<file path="config.mk">
export PLATFORM = sky130hd
export DESIGN_NAME = branch_predict_unit_flat
export DESIGN_NICKNAME = d
export VERILOG_FILES = /design/src/rtl/branch_predict_unit_if.sv /design/src/rtl/branch_predict_unit.sv /design/src/flat_wrapper.sv
export SDC_FILE = /design/constraint.sdc
export NUM_CORES = 1
export LEC_CHECK = 0
export ABC_CLOCK_PERIOD_IN_PS = 4400
export CAP_MARGIN = 15
export CORE_MARGIN = 2
export CORE_UTILIZATION = 47
export CTS_CLUSTER_DIAMETER = 60
export CTS_CLUSTER_SIZE = 12
export DETAILED_ROUTE_END_ITERATION = 6
export DONT_BUFFER_PORTS = 1
export SLEW_MARGIN = 25
export SYNTH_ARGS = -nofsm -noshare
export SYNTH_HDL_FRONTEND = slang
export SYNTH_SLANG_ARGS = --single-unit
</file>
<file path="constraint.sdc">
create_clock -name clk -period 4.4 [get_ports clk]
set_input_delay 0.88 -clock clk [delete_from_list [all_inputs] [get_ports clk]]
set_output_delay 0.88 -clock clk [all_outputs]
set_load 0.05 [all_outputs]
</file>
<file path="src/rtl/branch_predict_unit_if.sv">
// Fetch/decode-facing signal bundle of branch_predict_unit.
// The master modport is the pipeline side and the slave modport is the predictor.
interface branch_predict_unit_if #(
    parameter int unsigned XLEN      = 32,
    parameter int unsigned STAT_BITS = 16
);
    logic                 lookup_valid;
    logic [XLEN-1:0]      lookup_PC;
    logic                 predict_taken;
    logic                 predict_hit;
    logic [XLEN-1:0]      predict_target;
    logic                 update_valid;
    logic [XLEN-1:0]      update_PC;
    logic                 update_taken;
    logic [XLEN-1:0]      update_target;
    logic                 update_mispredict;
    logic                 clear_tables;
    logic [STAT_BITS-1:0] branch_count;
    logic [STAT_BITS-1:0] mispredict_count;

    modport master (
        output lookup_valid, lookup_PC,
        output update_valid, update_PC, update_taken, update_target, update_mispredict,
        output clear_tables,
        input  predict_taken, predict_hit, predict_target,
        input  branch_count, mispredict_count
    );

    modport slave (
        input  lookup_valid, lookup_PC,
        input  update_valid, update_PC, update_taken, update_target, update_mispredict,
        input  clear_tables,
        output predict_taken, predict_hit, predict_target,
        output branch_count, mispredict_count
    );
endinterface

</file>
<file path="src/rtl/branch_predict_unit.sv">
// Dynamic branch predictor: PC-indexed saturating direction counters plus accuracy stats.
// Defining BRANCH_PREDICT_BTB_EN adds a tagged branch target buffer.
module branch_predict_unit #(
    parameter int unsigned XLEN       = 32,
    parameter int unsigned INDEX_BITS = 6,
    parameter int unsigned CTR_BITS   = 2,
    parameter int unsigned TAG_BITS   = 8,
    parameter int unsigned STAT_BITS  = 16
) (
    input  logic                 clk,
    input  logic                 rstn,
    branch_predict_unit_if.slave bus
);
    localparam int unsigned         DEPTH    = 1 << INDEX_BITS;
    localparam logic [CTR_BITS-1:0] CTR_INIT = CTR_BITS'((1 << (CTR_BITS - 1)) - 1);
    localparam logic [CTR_BITS-1:0] CTR_MAX  = '1;

    logic [INDEX_BITS-1:0] lk_idx;
    logic [INDEX_BITS-1:0] up_idx;
    assign lk_idx = bus.lookup_PC[INDEX_BITS+1:2];
    assign up_idx = bus.update_PC[INDEX_BITS+1:2];

    logic [CTR_BITS-1:0]  ctr_q [DEPTH];
    logic [CTR_BITS-1:0]  ctr_upd_d;
    logic [STAT_BITS-1:0] branch_cnt_q, branch_cnt_d;
    logic [STAT_BITS-1:0] mispredict_cnt_q, mispredict_cnt_d;

    always_comb begin
        ctr_upd_d = ctr_q[up_idx];
        if (bus.update_taken) begin
            if (ctr_upd_d != CTR_MAX) ctr_upd_d = ctr_upd_d + 1'b1;
        end else if (ctr_upd_d != '0) begin
            ctr_upd_d = ctr_upd_d - 1'b1;
        end
    end

    // A flush wins over a concurrent update, which is simply dropped.
    always_ff @(posedge clk or negedge rstn) begin
        if (!rstn) begin
            for (int unsigned i = 0; i < DEPTH; i++) ctr_q[i] <= CTR_INIT;
        end else if (bus.clear_tables) begin
            for (int unsigned i = 0; i < DEPTH; i++) ctr_q[i] <= CTR_INIT;
        end else if (bus.update_valid) begin
            ctr_q[up_idx] <= ctr_upd_d;
        end
    end

    always_comb begin
        branch_cnt_d     = branch_cnt_q;
        mispredict_cnt_d = mispredict_cnt_q;
        if (bus.update_valid) begin
            if (branch_cnt_q != '1) branch_cnt_d = branch_cnt_q + 1'b1;
            if (bus.update_mispredict && (mispredict_cnt_q != '1))
                mispredict_cnt_d = mispredict_cnt_q + 1'b1;
        end
    end

    // Stats keep counting through a table flush; only reset clears them.
    always_ff @(posedge clk or negedge rstn) begin
        if (!rstn) begin
            branch_cnt_q     <= '0;
            mispredict_cnt_q <= '0;
        end else begin
            branch_cnt_q     <= branch_cnt_d;
            mispredict_cnt_q <= mispredict_cnt_d;
        end
    end

    assign bus.branch_count     = branch_cnt_q;
    assign bus.mispredict_count = mispredict_cnt_q;

`ifdef BRANCH_PREDICT_BTB_EN
    logic [DEPTH-1:0]    btb_valid_q;
    logic [TAG_BITS-1:0] btb_tag_q [DEPTH];
    logic [XLEN-1:0]     btb_tgt_q [DEPTH];
    logic [TAG_BITS-1:0] lk_tag;
    logic [TAG_BITS-1:0] up_tag;
    logic                btb_wr;
    logic                lk_hit;

    assign lk_tag = bus.lookup_PC[INDEX_BITS+TAG_BITS+1:INDEX_BITS+2];
    assign up_tag = bus.update_PC[INDEX_BITS+TAG_BITS+1:INDEX_BITS+2];
    assign btb_wr = bus.update_valid & bus.update_taken & ~bus.clear_tables;

    always_ff @(posedge clk or negedge rstn) begin
        if (!rstn) begin
            btb_valid_q <= '0;
        end else if (bus.clear_tables) begin
            btb_valid_q <= '0;
        end else if (btb_wr) begin
            btb_valid_q[up_idx] <= 1'b1;
        end
    end

    // Tag/target need no reset: they are only observed through a set valid bit.
    always_ff @(posedge clk) begin
        if (btb_wr) begin
            btb_tag_q[up_idx] <= up_tag;
            btb_tgt_q[up_idx] <= bus.update_target;
        end
    end

    assign lk_hit             = bus.lookup_valid & btb_valid_q[lk_idx] & (btb_tag_q[lk_idx] == lk_tag);
    assign bus.predict_hit    = lk_hit;
    assign bus.predict_target = lk_hit ? btb_tgt_q[lk_idx] : '0;
    assign bus.predict_taken  = bus.lookup_valid & ctr_q[lk_idx][CTR_BITS-1] & lk_hit;

    logic unused_bits;
    assign unused_bits = ^{bus.lookup_PC, bus.update_PC};
`else
    assign bus.predict_hit    = 1'b0;
    assign bus.predict_target = '0;
    assign bus.predict_taken  = bus.lookup_valid & ctr_q[lk_idx][CTR_BITS-1];

    logic unused_bits;
    assign unused_bits = ^{bus.lookup_PC, bus.update_PC, bus.update_target};
`endif
endmodule

</file>
<file path="src/flat_wrapper.sv">
// flat-port wrapper written by rule: the top's interface ports become plain ports
module branch_predict_unit_flat 
#(
    parameter int unsigned XLEN       = 32,
    parameter int unsigned INDEX_BITS = 6,
    parameter int unsigned CTR_BITS   = 2,
    parameter int unsigned TAG_BITS   = 8,
    parameter int unsigned STAT_BITS  = 16
)
  (clk, rstn, bus_lookup_valid, bus_lookup_PC, bus_update_valid, bus_update_PC, bus_update_taken, bus_update_target, bus_update_mispredict, bus_clear_tables, bus_predict_taken, bus_predict_hit, bus_predict_target, bus_branch_count, bus_mispredict_count);
  branch_predict_unit_if #(.XLEN(XLEN), .STAT_BITS(STAT_BITS)) bus_i ();
  input  logic clk;
  input  logic rstn;
  input wire logic [$bits(bus_i.lookup_valid)-1:0] bus_lookup_valid;
  input wire logic [$bits(bus_i.lookup_PC)-1:0] bus_lookup_PC;
  input wire logic [$bits(bus_i.update_valid)-1:0] bus_update_valid;
  input wire logic [$bits(bus_i.update_PC)-1:0] bus_update_PC;
  input wire logic [$bits(bus_i.update_taken)-1:0] bus_update_taken;
  input wire logic [$bits(bus_i.update_target)-1:0] bus_update_target;
  input wire logic [$bits(bus_i.update_mispredict)-1:0] bus_update_mispredict;
  input wire logic [$bits(bus_i.clear_tables)-1:0] bus_clear_tables;
  output wire logic [$bits(bus_i.predict_taken)-1:0] bus_predict_taken;
  output wire logic [$bits(bus_i.predict_hit)-1:0] bus_predict_hit;
  output wire logic [$bits(bus_i.predict_target)-1:0] bus_predict_target;
  output wire logic [$bits(bus_i.branch_count)-1:0] bus_branch_count;
  output wire logic [$bits(bus_i.mispredict_count)-1:0] bus_mispredict_count;
  assign bus_i.lookup_valid = bus_lookup_valid;
  assign bus_i.lookup_PC = bus_lookup_PC;
  assign bus_i.update_valid = bus_update_valid;
  assign bus_i.update_PC = bus_update_PC;
  assign bus_i.update_taken = bus_update_taken;
  assign bus_i.update_target = bus_update_target;
  assign bus_i.update_mispredict = bus_update_mispredict;
  assign bus_i.clear_tables = bus_clear_tables;
  assign bus_predict_taken = bus_i.predict_taken;
  assign bus_predict_hit = bus_i.predict_hit;
  assign bus_predict_target = bus_i.predict_target;
  assign bus_branch_count = bus_i.branch_count;
  assign bus_mispredict_count = bus_i.mispredict_count;
  branch_predict_unit #(.XLEN(XLEN), .INDEX_BITS(INDEX_BITS), .CTR_BITS(CTR_BITS), .TAG_BITS(TAG_BITS), .STAT_BITS(STAT_BITS)) u_core (.clk(clk), .rstn(rstn), .bus(bus_i));
endmodule
</file>
## Yosys cells after proc, flatten, opt, wreduce, memory -nomap -nowiden

Index checks and enable logic that the tools add are counted.

- Register bits after elaboration: 160
- Input bits: 103
- Output and inout bits: 66
- Logic and storage cells: 99

- Add/subtract/negate cells: 4
- Order comparisons: 3
- Equal/unequal tests: 3
- Multiplexer cells: 14
- Bitwise gates (word level): 3
- Reductions and logical operators: 6

Operators with widths:

| operator | count |
|---|---|
| 2-to-1 mux 128 bit | 2 |
| bitwise mux 128 bit | 1 |
| adder 16 x 1 -> 16 bit, second input constant | 2 |
| inequality test 16 bit, second input constant | 2 |
| binary-select mux 2 bit (select 6 bit) | 2 |
| 2-to-1 mux 2 bit | 8 |
| greater-or-equal comparator 7 bit, second input constant | 2 |
| inverter 6 -> 7 bit | 2 |
| demux 2 bit (select 6 bit) | 1 |
| < comparator 7 x 1 -> 1 bit, second input constant | 1 |
| AND reduction 2 bit | 2 |
| nonzero test 2 bit | 2 |
| adder 2 x 1 -> 2 bit, second input constant | 1 |
| logical AND 1 bit | 2 |
| inequality test 2 bit, second input constant | 1 |
| subtractor 2 x 1 -> 2 bit, second input constant | 1 |
| AND 1 bit | 1 |

## Longest topological paths before layout

Gate-level depths: netlist of run 1.

- Word-level depth: 10
- Gate-level depth with buffers: 12
- Mapped depth without buffers: 8

## Worst setup path after synthesis of run 1

No wires, ideal clock.

- Path type: input to output
- Start point: input bus_lookup_PC[2]
- End point: output bus_predict_taken
- Arrival time: 3.432 ns
- Required time: 3.520 ns
- Setup slack: 0.088 ns
- Cell stages on the path: 6
- Buffers on the path: 2
- Path through: buf_2 buf_1 mux4_2 mux4_2 mux4_2 and2_1

- Cells in the longest elaborated chain, start to end: 5

RTL lines:

| element | line | RTL |
|---|---|---|
| start, declared | flat_wrapper.sv:15 | `input wire logic [$bits(bus_i.lookup_PC)-1:0] bus_lookup_PC;` |
| inverter 6 -> 7 bit (not written as such) | branch_predict_unit.sv:113 | `assign bus.predict_taken = bus.lookup_valid & ctr_q[lk_idx][CTR_BITS-1];` |
| binary-select mux 2 bit (select 6 bit) | branch_predict_unit.sv:113 |  |
| 2-to-1 mux 2 bit (not written as such) (2 in a row) | branch_predict_unit.sv:113 |  |
| AND 1 bit | branch_predict_unit.sv:113 |  |
| end, declared | flat_wrapper.sv:22 | `output wire logic [$bits(bus_i.predict_taken)-1:0] bus_predict_taken;` |

Every way passes these cells. The select of a mux whose other input is x is not followed.

## Worst setup path after layout of run 1

Ends and elaborated chain as after synthesis.

==> insert_results.sql, run 1 <==
INSERT INTO impl_metrics (metric_group, metric, value, unit) VALUES
('status', 'outcome', 'completed', ''),
('critical_path', 'worstPathRequired', '3.52', 'ns'),
('global_route', 'first_global_vias', '6569', ''),
('routing', 'detail_route.drc_violations', '0', ''),
('sta', 'maxSlewViolCount', '0', ''),
('floorplan', 'die_w', '147.6', 'µm'),
('routing', 'avgRoutedWirePerCell', '20.64', 'µm'),
('floorplan', 'io_pins', '169', ''),
('critical_path', 'worst_path_largest_cell_delay', '0.53', 'ns'),
('critical_path', 'timing.critical_path.mode_cell', 'mux4_2', ''),
('critical_path', 'timing.critical_path.max_delay_family', 'multiplexers', ''),
('routing', 'drt-initial-drc-count', '468', ''),
('global_route', 'grt_first_pass_wirelength', '37.20', 'mm'),
('clocking', 'postCtsSetupBuffers', '0', ''),
('clocking', 'clk_latency', '0.44', 'ns'),
('clocking', 'clk_root_buffer_cell', 'clkbuf_16', ''),
('clocking', 'clk_path_buf_depth', '2', ''),
('cells_and_area', 'final_layout_size_suffix_gt1_share', '24.91', '%'),
('sta', 'finalCritPeriodShare', '82.22', '%'),
('global_route', 'initial_antenna_violation_count', '0', ''),
('floorplan', 'placement_rows', '52', ''),
('clocking', 'cts.reportedPaths.clkPinSlew', '0.07', 'ns'),
('sta', 'final_hold_viol_count', '0', ''),
('synthesis', 'synth.avg_cell_area', '10.71', 'µm²'),
('floorplan', 'die_height', '147.6', 'µm'),
('critical_path', 'setup.worst_path.start_class', 'input pin', ''),
('routing', 'route.antenna.remaining_nets', '0', ''),
('critical_path', 'r2r-start', 'u_core.ctr_q[85]$_DFFE_PN0P_', ''),
('clocking', 'post_cts.resized_instances', '0', ''),
('global_route', 'globalRoute.totalOverflow', '0', ''),
('place', 'dp.final_hpwl', '14.17', 'mm'),
('clocking', 'cts_htree_levels', '4', ''),
('critical_path', 'path_buf_inv', '0', ''),
('synthesis', 'ys_ff_latch', '160', ''),
('pwr', 'vdd.ir_drop.worst', '0.0005054', 'V'),
('floorplan', 'core_region_area', '20230', 'µm²'),
('sta', 'rsz0062_at_grt', 'no', ''),
('synthesis', 'yosys.cell_count.top_type', 'nor2_1', ''),
('critical_path', 'critical_path.max_fanout', '16', ''),
('place', 'dp_slack', '0.6826', 'ns'),
('sta', 'slew_headroom', '36.32', '%'),
('clocking', 'numCtsBuffers', '17', ''),
('cells_and_area', 'num-nets-final', '963', ''),
('place', 'place.gp.congestion', '0.7721', ''),
('clocking', 'clock_tree_from_tritoncts', 'yes', ''),
('pwr', 'p_per_area', '372.7', 'nW/µm²'),
('critical_path', 'ff2ff_path_depth', '7', ''),
('floorplan', 'dieArea', '21780', 'µm²'),
('synthesis', 'synth_cell_type_count', '57', ''),
('sta', 'fmaxAchievable', '276.4', 'MHz'),
('synthesis', 'synthTopCellsByCount', 'nor2_1, nor3_1, dfrtp_1, a211oi_1, dfstp_2', ''),
('synthesis', 'async_reset_ff_share', '100.0', '%'),
('sta', 'timing.final.ws_setup', '0.7822', 'ns'),
('place', 'port_buffers', '0', ''),
('global_route', 'groute.usage.overall', '22.11', '%'),
('sta', 'worst_hold_slack', '0.1322', 'ns'),
('synthesis', 'yosys.area.top_type_share', '24.79', '%'),
('critical_path', 'timing.critical_path.from', 'bus_lookup_PC[2]', ''),
('critical_path', 'timing.critical_path.cells', 'mux4_2, mux4_2, mux4_2, and2_1', ''),
('synthesis', 'yosys-top-cells-area', 'dfrtp_1, dfstp_2, a21oi_4, mux4_2, nor3_1', ''),
('synthesis', 'synth.yosys.seq_area_share', '42.14', '%'),
('synthesis', 'synth_top_cell_by_area', 'dfrtp_1', ''),
('critical_path', 'worstReg2RegEnd', 'u_core.ctr_q[65]$_DFFE_PN0P_', ''),
('cells_and_area', 'area_delta_synth_final', '5.061', '%'),
('sta', 'period_needed', '3.618', 'ns'),
('pwr', 'total_leakage_power', '3.631', 'nW'),
('cells_and_area', 'fillers', '1845', ''),
('clocking', 'cts-hold-fix-buffers', '0', ''),
('flow_run', 'cap_violations', '0', ''),
('global_route', 'grt_max_degree', '193', ''),
('sta', 'worst_pin_slew', '0.9529', 'ns');
==> layer usage <==
metal	part of all wire, %	routed length [µm]	GRT usage, %
met1	45	10690	31.39
met2	46	10850	33.93
met3	6.5	1538	4.722
met4	2.0	464	7.260
met5	0	0	0
==> metrics by stage <==
stage               std cells  total power, W  util [%]  cell area [µm²]
floorplan                 937        0.002238         -             9811
global placement         1109        0.002215     47.24             9559
detailed placement       1109        0.002217     47.24             9559
CTS                      1141        0.003822     50.32            10180
global route             1141        0.003919     50.32            10180
finish                   1141        0.003795     50.32            10180
==> area by class of cell <==
cell class / count / area [µm²] / share of cell area [%]
Clock inverter: 15 / 196.4 / 1.929
Multi-Input combinational cell: 665 / 5022 / 49.33
Tap cell: 270 / 337.8 / 3.318
Clock buffer: 17 / 425.4 / 4.178
Sequential cell: 160 / 4084 / 40.11
Timing Repair Buffer: 10 / 100.1 / 0.9832
Inverter: 4 / 15.01 / 0.1475
==> power breakdown <==
part           internal (W)  switching (W)
Clock              0.000914       0.000687
Combinational      0.000126       0.000265
Sequential          0.00153       0.000270
==> flip-flops by register name, summed over array words and instances (netlist names) <==
name and flops:
u_core.bus.branch_count 16, u_core.bus.mispredict_count 16, u_core.ctr_q 128
==> worst reg2reg max path, delay by kind of cell (launching register included) <==
kind / cells / cell delay, ns
multiplexers: 1 / 0.51
AO/OA/AOI/OAI: 3 / 0.54
adder cells (fa/ha/maj): 1 / 0.91
flip-flops: 1 / 0.42
buffers and inverters: 1 / 0.37
AND/OR/NAND/NOR: 1 / 0.32
==> layout by cell type, fill, tap and decap left out, types with 8 or more instances in the layout <==
master,Yosys,layout
mux2i_1,24,24
clkbuf_16,0,17
nand2_1,33,33
xor2_1,10,10
dfrtp_1,96,96
a21oi_4,60,60
nor2_1,143,143
buf_4,35,8
a211oi_1,64,64
dfstp_2,64,64
xnor2_1,19,19
nand3_1,23,23
mux4_2,36,36
conb_1,1,33
nor3_1,134,134
==> how the worst max path moves through the flow <==
stage | to | depth (start not counted)
floorplan | bus_predict_taken | 6
global placement | u_core.ctr_q[85]$_DFFE_PN0P_ | 8
detailed placement | u_core.ctr_q[95]$_DFFE_PN0P_ | 8
CTS | bus_predict_taken | 4
global route | bus_predict_taken | 4
finish | bus_predict_taken | 4
==> kinds of logic (layout without fill, tap and decap cells) <==
kind of cell	after synthesis	after routing	synth area share, %
AOI/OAI and AO/OA	162	162	17.97
xor gates and xnor gates	29	29	2.621
adders and majority gates	4	4	0.4777
buffers and inverters	112	46	7.308
DFF	160	160	42.14
muxes	68	68	11.93
other	1	33	0.03870
and+or+nand+nor	369	369	17.51
No activity file was read; power rests on OpenSTA's default activity.
==> inputs of run 2 (changes only) <==
--- a/config.mk
+++ b/config.mk
@@ -5,7 +5,7 @@
 export SDC_FILE = /design/constraint.sdc
 export NUM_CORES = 1
 export LEC_CHECK = 0
-export ABC_CLOCK_PERIOD_IN_PS = 4400
+export ABC_CLOCK_PERIOD_IN_PS = 2920
 export CAP_MARGIN = 15
 export CORE_MARGIN = 2
 export CORE_UTILIZATION = 47
==> constraint.sdc (replaced) <==
create_clock -name clk -period 2.92 [get_ports clk]
set_input_delay 0.584 -clock clk [delete_from_list [all_inputs] [get_ports clk]]
set_output_delay 0.584 -clock clk [all_outputs]
set_load 0.05 [all_outputs]
==> run 2 against run 1 <==
Effect of this change:
- the flow now finishes with violations (negative setup slack)
- highest routed layer unchanged
- clock power up 44%
- non-clock buffer count is 46 higher
- largest cell class unchanged
- first-iteration DRC count up 28%
- register-to-register slack worse by 1.1 ns
- critical path depth unchanged
- die area is the same
- final cell count grew 4.0%
- global-route usage increased by 0.69 points
- count of clock-buffer cells in the layout unchanged
- sequential cell count did not move
- via count grew 4.3%
==> insert_results.sql, run 2 (synthesis gave the netlist of run 1 again) <==
INSERT INTO impl_metrics (metric_group, metric, value, unit) VALUES
('status', 'outcome', 'finished with violations', ''),
('status', 'failed_checks', 'negative setup slack', ''),
('sta', 'totalNegativeSetupSlack', '-0.2601', 'ns'),
('pwr', 'post-layout-total-power', '0.005782', 'W'),
('global_route', 'grt_max_degree', '193', ''),
('floorplan', 'dieArea', '21780', 'µm²'),
('critical_path', 'timing.critical_path.from', 'u_core.ctr_q[97]$_DFFE_PN0P_', ''),
('critical_path', 'worst-r2r-setup-slack', '0.12', 'ns'),
('cells_and_area', 'fillers', '1815', ''),
('pwr', 'clock_network_fraction_of_total_power', '40.0', '%'),
('pwr', 'cell_internal_pwr', '0.003884', 'W'),
('cells_and_area', 'final_layout_size_suffix_gt1_share', '28.79', '%'),
('pwr', 'power.combinational.fraction', '16.4', '%'),
('pwr', 'total_leakage_power', '3.864', 'nW'),
('cells_and_area', 'antenna_cells', '0', ''),
('sta', 'rsz0062_at_grt', 'yes', ''),
('sta', 'final_hold_viol_count', '0', ''),
('routing', 'route.antenna.remaining_nets', '0', ''),
('floorplan', 'core_region_area', '20230', 'µm²'),
('routing', 'drt_first_pass_iters', '6', ''),
('global_route', 'initial_antenna_violation_count', '0', ''),
('place', 'place.gp.congestion', '0.7846', ''),
('place', 'place.detailed.instances', '1148', ''),
('pwr', 'switchingPower', '0.001898', 'W'),
('cells_and_area', 'largest_register_ffs', '128', ''),
('floorplan', 'placement_rows', '52', ''),
('floorplan', 'die_height', '147.6', 'µm'),
('critical_path', 'criticalPathCategory', 'reg2out', ''),
('clocking', 'post_cts.resized_instances', '0', ''),
('cells_and_area', 'num-nets-final', '1009', ''),
('critical_path', 'r2r-start', 'u_core.ctr_q[80]$_DFFE_PN1P_', ''),
('cells_and_area', 'top_register', 'u_core.ctr_q', ''),
('sta', 'worst_hold_slack', '0.07536', 'ns'),
('pwr', 'switching_share', '32.83', '%'),
('sta', 'finalCritPeriodShare', '108.9', '%'),
('pwr', 'p_per_area', '547.1', 'nW/µm²'),
('place', 'dp.final_hpwl', '14.91', 'mm'),
('critical_path', 'worstPathRequired', '2.34', 'ns'),
('pwr', 'sequentialPowerShare', '43.6', '%'),
('critical_path', 'worstReg2RegEnd', 'u_core.ctr_q[78]$_DFFE_PN1P_', ''),
('global_route', 'globalRoute.totalOverflow', '0', ''),
('clocking', 'clk_latency', '0.45', 'ns'),
('floorplan', 'die_w', '147.6', 'µm'),
('cells_and_area', 'fin_cells', '1187', ''),
('routing', 'postRouteWirelength', '24.23', 'mm'),
('flow_run', 'cap_violations', '0', ''),
('critical_path', 'setup.worst_path.start_class', 'flop', ''),
('critical_path', 'critical_path.max_fanout', '2', ''),
('place', 'dp_slack', '-0.06665', 'ns'),
('sta', 'final-setup-viol-count', '1', ''),
('critical_path', 'worst-endpoint-arrival', '2.60', 'ns'),
('routing', 'drt-initial-drc-count', '597', ''),
('critical_path', 'critPathCaptureType', 'primary output', ''),
('critical_path', 'ff2ff_path_depth', '8', ''),
('cells_and_area', 'layout.cells.most_common_list', 'nor2_1, nor3_1, dfrtp_1', ''),
('clocking', 'numClockSinks', '160', ''),
('critical_path', 'cp-endpoint', 'bus_predict_taken', ''),
('sta', 'fmaxAchievable', '314.5', 'MHz'),
('floorplan', 'initial_core_util', '47.89', '%'),
('sta', 'fin_worst_skew', '0.01423', 'ns'),
('pwr', 'vdd.ir_drop.worst', '0.0006042', 'V'),
('routing', 'vias_per_cell', '5.900', ''),
('clocking', 'clock_tree_from_tritoncts', 'yes', ''),
('floorplan', 'io_pins', '169', ''),
('sta', 'worst_pin_slew', '0.7882', 'ns'),
('place', 'port_buffers', '0', ''),
('clocking', 'cts.reportedPaths.clkPinSlew', '0.07', 'ns'),
('clocking', 'cts_htree_levels', '4', ''),
('clocking', 'clk_path_buf_depth', '2', ''),
('global_route', 'groute.usage.overall', '22.79', '%'),
('routing', 'avgRoutedWirePerCell', '20.41', 'µm'),
('hold_path', 'min-delay-path-class', 'in2async', ''),
('global_route', 'first_global_vias', '6962', ''),
('global_route', 'grt_first_pass_wirelength', '38.49', 'mm'),
('sta', 'slew_headroom', '47.32', '%'),
('cells_and_area', 'area_delta_synth_final', '9.064', '%'),
('sta', 'timing.final.ws_setup', '-0.2601', 'ns'),
('routing', 'dr_total_vias', '7003', ''),
('clocking', 'numCtsBuffers', '17', ''),
('sta', 'maxSlewViolCount', '0', ''),
('sta', 'period_needed', '3.180', 'ns'),
('routing', 'detail_route.drc_violations', '0', ''),
('clocking', 'clk_root_buffer_cell', 'clkbuf_16', ''),
('cells_and_area', 'mostFrequentLayoutCell', 'nor2_1', '');
run 2: metrics by stage:
stage / util (%) / instance area [µm²]
finish: 52.23 / 10570
global route: 52.23 / 10570
CTS: 51.92 / 10510
detailed placement: 48.83 / 9879
global placement: 48.83 / 9879
floorplan: - / 9849
run 2: area by class of cell:
type	count	area (µm²)	area share [%]
clock buffers	17	425.4	4.025
clock inverters	15	171.4	1.622
inverters	4	15.01	0.1421
multi-input cells	665	5025	47.54
flip-flops and latches	160	4084	38.64
well taps	270	337.8	3.196
repair buffers	56	510.5	4.830
run 2: worst min path at each step:
stage / to / slack (ns) / depth (start not counted)
finish: u_core.ctr_q[119]$_DFFE_PN0P_ / 0.08 / 1
floorplan: u_core.bus.branch_count[0]$_DFFE_PN0P_ / 0.29 / 0
global placement: u_core.ctr_q[127]$_DFFE_PN0P_ / 0.30 / 0
CTS: u_core.ctr_q[119]$_DFFE_PN0P_ / -0.18 / 0
detailed placement: u_core.ctr_q[119]$_DFFE_PN0P_ / 0.30 / 0
global route: u_core.ctr_q[119]$_DFFE_PN0P_ / 0.11 / 1
run 2: timing repair:
item                                    4_1_cts  5_1_grt
buffers inserted                              4        1
endpoints found under the hold margin       123      103
pin swaps                                     1        1
endpoints found under the setup margin        1        1
run 2: worst max-delay path: stages (launching register included):
cell and delay [ns]:
dfrtp_1 0.40, mux4_2 0.54, mux4_2 0.54, mux4_2 0.47
and2_4 0.21
run 2: layer usage:
layer,vias to the layer above,routed length [µm],track usage [%]
li1,3240,-,-
met3,41,1816,6.265
met1,3481,10580,31.04
met4,0,524,8.077
met5,-,0,0
met2,241,11310,35.19
run 2: power by group through the flow:
stage | registers [W] | logic (W) | clock network, W
after floorplan | 0.00272 | 0.000654 | 0
after global routing | 0.00253 | 0.00102 | 0.00245
after CTS | 0.00252 | 0.000895 | 0.00236
final | 0.00252 | 0.000949 | 0.00231
after global placement | 0.00255 | 0.000883 | 0
after detailed placement | 0.00255 | 0.000894 | 0
==> inputs of run 3 (changes only) <==
--- a/config.mk
+++ b/config.mk
@@ -13,6 +13,7 @@
 export CTS_CLUSTER_SIZE = 12
 export DETAILED_ROUTE_END_ITERATION = 6
 export DONT_BUFFER_PORTS = 1
+export HOLD_SLACK_MARGIN = 0.03
 export SLEW_MARGIN = 25
 export SYNTH_ARGS = -nofsm -noshare
 export SYNTH_HDL_FRONTEND = slang
==> run 3 against run 2 <==
Effect of this change:
- the flow finishes with violations (negative hold slack, negative setup slack)
- hold slack got worse by 0.25 ns
- wire length decreased by 1.8%
- register-to-register slack about the same
- final cell count decreased by 0.17%
- global-route usage unchanged
- die area unchanged
- maximum frequency about the same
- critical endpoint unchanged
- largest cell class unchanged
==> insert_results.sql, run 3 (synthesis gave the netlist of run 1 again) <==
INSERT INTO impl_metrics (metric_group, metric, value, unit) VALUES
('status', 'outcome', 'finished with violations', ''),
('status', 'failed_checks', 'negative hold slack, negative setup slack', ''),
('critical_path', 'worstPathRequired', '2.34', 'ns'),
('critical_path', 'setup.worst_path.start_class', 'flop', ''),
('floorplan', 'placement_rows', '52', ''),
('clocking', 'clk_path_buf_depth', '2', ''),
('place', 'place.detailed.instances', '1148', ''),
('pwr', 'post-layout-total-power', '0.005729', 'W'),
('pwr', 'power.combinational.fraction', '15.6', '%'),
('critical_path', 'critical_path.max_fanout', '2', ''),
('place', 'port_buffers', '0', ''),
('clocking', 'clk_latency', '0.45', 'ns'),
('critical_path', 'worst-endpoint-arrival', '2.60', 'ns'),
('global_route', 'groute.usage.overall', '22.79', '%'),
('global_route', 'grt_first_pass_wirelength', '38.49', 'mm'),
('clocking', 'cts.reportedPaths.clkPinSlew', '0.07', 'ns'),
('routing', 'vias_per_cell', '5.867', ''),
('cells_and_area', 'multi_input_comb_area', '5025', 'µm²'),
('routing', 'drt-initial-drc-count', '609', ''),
('place', 'dp.final_hpwl', '14.91', 'mm'),
('sta', 'rsz0062_at_grt', 'yes', ''),
('critical_path', 'criticalPathCategory', 'reg2out', ''),
('floorplan', 'core_region_area', '20230', 'µm²'),
('routing', 'drt_first_pass_iters', '5', ''),
('pwr', 'total_leakage_power', '3.839', 'nW'),
('critical_path', 'critPathCaptureType', 'primary output', ''),
('sta', 'period_needed', '3.180', 'ns'),
('sta', 'timing.final.ws_setup', '-0.2603', 'ns'),
('clocking', 'numCtsBuffers', '17', ''),
('global_route', 'initial_antenna_violation_count', '0', ''),
('routing', 'route.antenna.remaining_nets', '0', ''),
('pwr', 'vdd.ir_drop.worst', '0.0006050', 'V'),
('cells_and_area', 'area_delta_synth_final', '8.495', '%'),
('pwr', 'p_per_area', '544.9', 'nW/µm²'),
('sta', 'final_hold_viol_count', '97', ''),
('routing', 'dr_total_vias', '6952', ''),
('global_route', 'first_global_vias', '6962', ''),
('flow_run', 'cap_violations', '0', ''),
('floorplan', 'dieArea', '21780', 'µm²'),
('cells_and_area', 'fillers', '1819', ''),
('clocking', 'post_cts.resized_instances', '0', ''),
('cells_and_area', 'largest_register_ffs', '128', ''),
('routing', 'detail_route.drc_violations', '0', ''),
('pwr', 'clock_network_fraction_of_total_power', '40.4', '%'),
('global_route', 'grt_max_degree', '193', ''),
('global_route', 'globalRoute.totalOverflow', '0', ''),
('sta', 'worst_hold_slack', '-0.1723', 'ns'),
('cells_and_area', 'antenna_cells', '0', ''),
('pwr', 'switching_share', '32.34', '%'),
('sta', 'finalCritPeriodShare', '108.9', '%'),
('sta', 'fmaxAchievable', '314.4', 'MHz'),
('clocking', 'clk_root_buffer_cell', 'clkbuf_16', ''),
('pwr', 'cell_internal_pwr', '0.003876', 'W'),
('cells_and_area', 'num-nets-final', '1007', ''),
('sta', 'slew_headroom', '46.30', '%'),
('cells_and_area', 'fin_cells', '1185', ''),
('floorplan', 'initial_core_util', '47.89', '%'),
('cells_and_area', 'layout.cells.most_common_list', 'nor2_1, nor3_1, dfrtp_1', ''),
('place', 'placedInstanceArea', '9879', 'µm²'),
('sta', 'final-setup-viol-count', '1', ''),
('pwr', 'switchingPower', '0.001853', 'W'),
('clocking', 'clock_tree_from_tritoncts', 'yes', ''),
('pwr', 'sequentialPowerShare', '44.0', '%'),
('cells_and_area', 'area.sequential', '4084', 'µm²'),
('cells_and_area', 'final_layout_size_suffix_gt1_share', '28.63', '%'),
('cells_and_area', 'top_register', 'u_core.ctr_q', ''),
('cells_and_area', 'mostFrequentLayoutCell', 'nor2_1', ''),
('sta', 'fin_worst_skew', '0.01524', 'ns'),
('routing', 'avgRoutedWirePerCell', '20.07', 'µm'),
('routing', 'postRouteWirelength', '23.78', 'mm'),
('sta', 'maxSlewViolCount', '0', ''),
('hold_path', 'min-delay-path-class', 'in2async', ''),
('floorplan', 'die_w', '147.6', 'µm'),
('floorplan', 'die_height', '147.6', 'µm'),
('clocking', 'numClockSinks', '160', ''),
('place', 'place.gp.congestion', '0.7846', ''),
('cells_and_area', 'post-route-cell-area', '10510', 'µm²'),
('floorplan', 'io_pins', '169', ''),
('sta', 'worst_pin_slew', '0.8035', 'ns'),
('clocking', 'cts_htree_levels', '4', '');
==> run 3: changes by cell type in the layout (fill, tap and decap cells not counted), sizes merged <==
cell | before | now
buf | 56 | 54
==> run 3: layout make-up <==
type                       instances  area share [%]
tap                              270           3.213
multi-input combinational        665           47.79
inverter                           4          0.1428
sequential                       160           38.84
clock inverter                    15           1.630
clock buffer                      17           4.046
timing repair buffer              54           4.332
==> run 3: metrics by stage <==
| stage | util (%) | TNS, ns | setup slack (ns) | hold WS [ns] |
|---|---|---|---|---|
| after CTS | 51.92 | -0.2553 | -0.2553 | -0.1781 |
| after detailed placement | 48.83 | -2.339 | -0.06665 | 0.2953 |
| after floorplan | - | -0.09184 | -0.09184 | 0.2884 |
| after global routing | 51.96 | -0.2757 | -0.2757 | -0.1867 |
| final | 51.96 | -0.2603 | -0.2603 | -0.1723 |
| after global placement | 48.83 | -1.741 | -0.06116 | 0.2965 |
==> run 3: repair_timing <==
item	in CTS	in global routing
cloned	0	0
buffers inserted	4	1
endpoints found under the setup margin	1	1
pin swaps	1	1
hold endpoints to repair	160	145
==> run 3: final timing paths <==
check | start | end | slack, ns | depth (start not counted)
worst max-delay path | u_core.ctr_q[97]$_DFFE_PN0P_ | bus_predict_taken | -0.26 | 4
worst min-delay path | rstn | u_core.ctr_q[119]$_DFFE_PN0P_ | -0.17 | 0
worst max register to register | u_core.ctr_q[80]$_DFFE_PN1P_ | u_core.ctr_q[78]$_DFFE_PN1P_ | 0.12 | 8
worst min register to register | u_core.ctr_q[75]$_DFFE_PN0P_ | u_core.ctr_q[75]$_DFFE_PN0P_ | 0.58 | 2
max in group asynchronous | rstn | u_core.ctr_q[46]$_DFFE_PN1P_ | 2.74 | 0
min in group clk | bus_clear_tables | u_core.ctr_q[83]$_DFFE_PN0P_ | 0.23 | 1
==> run 3: per-layer routing <==
layer	global-route usage [%]	share of wire [%]	vias to the layer above
met1	31.04	44	3451
met2	35.19	46	224
met4	8.077	2.3	0
met5	0	0	-
met3	6.265	7.2	42
li1	-	-	3235
==> run 3: power by group through the flow <==
stage               sequential [W]  combinational [W]  clock (W)
floorplan                  0.00272           0.000654          0
global placement           0.00255           0.000883          0
detailed placement         0.00255           0.000894          0
CTS                        0.00252           0.000895    0.00236
global route               0.00253           0.000956    0.00245
finish                     0.00252           0.000894    0.00232
==> run 3: critical path: stages, from the launching register on <==
cell	delay, ns
dfrtp_1	0.40
mux4_2	0.54
mux4_2	0.54
mux4_2	0.47
and2_4	0.21
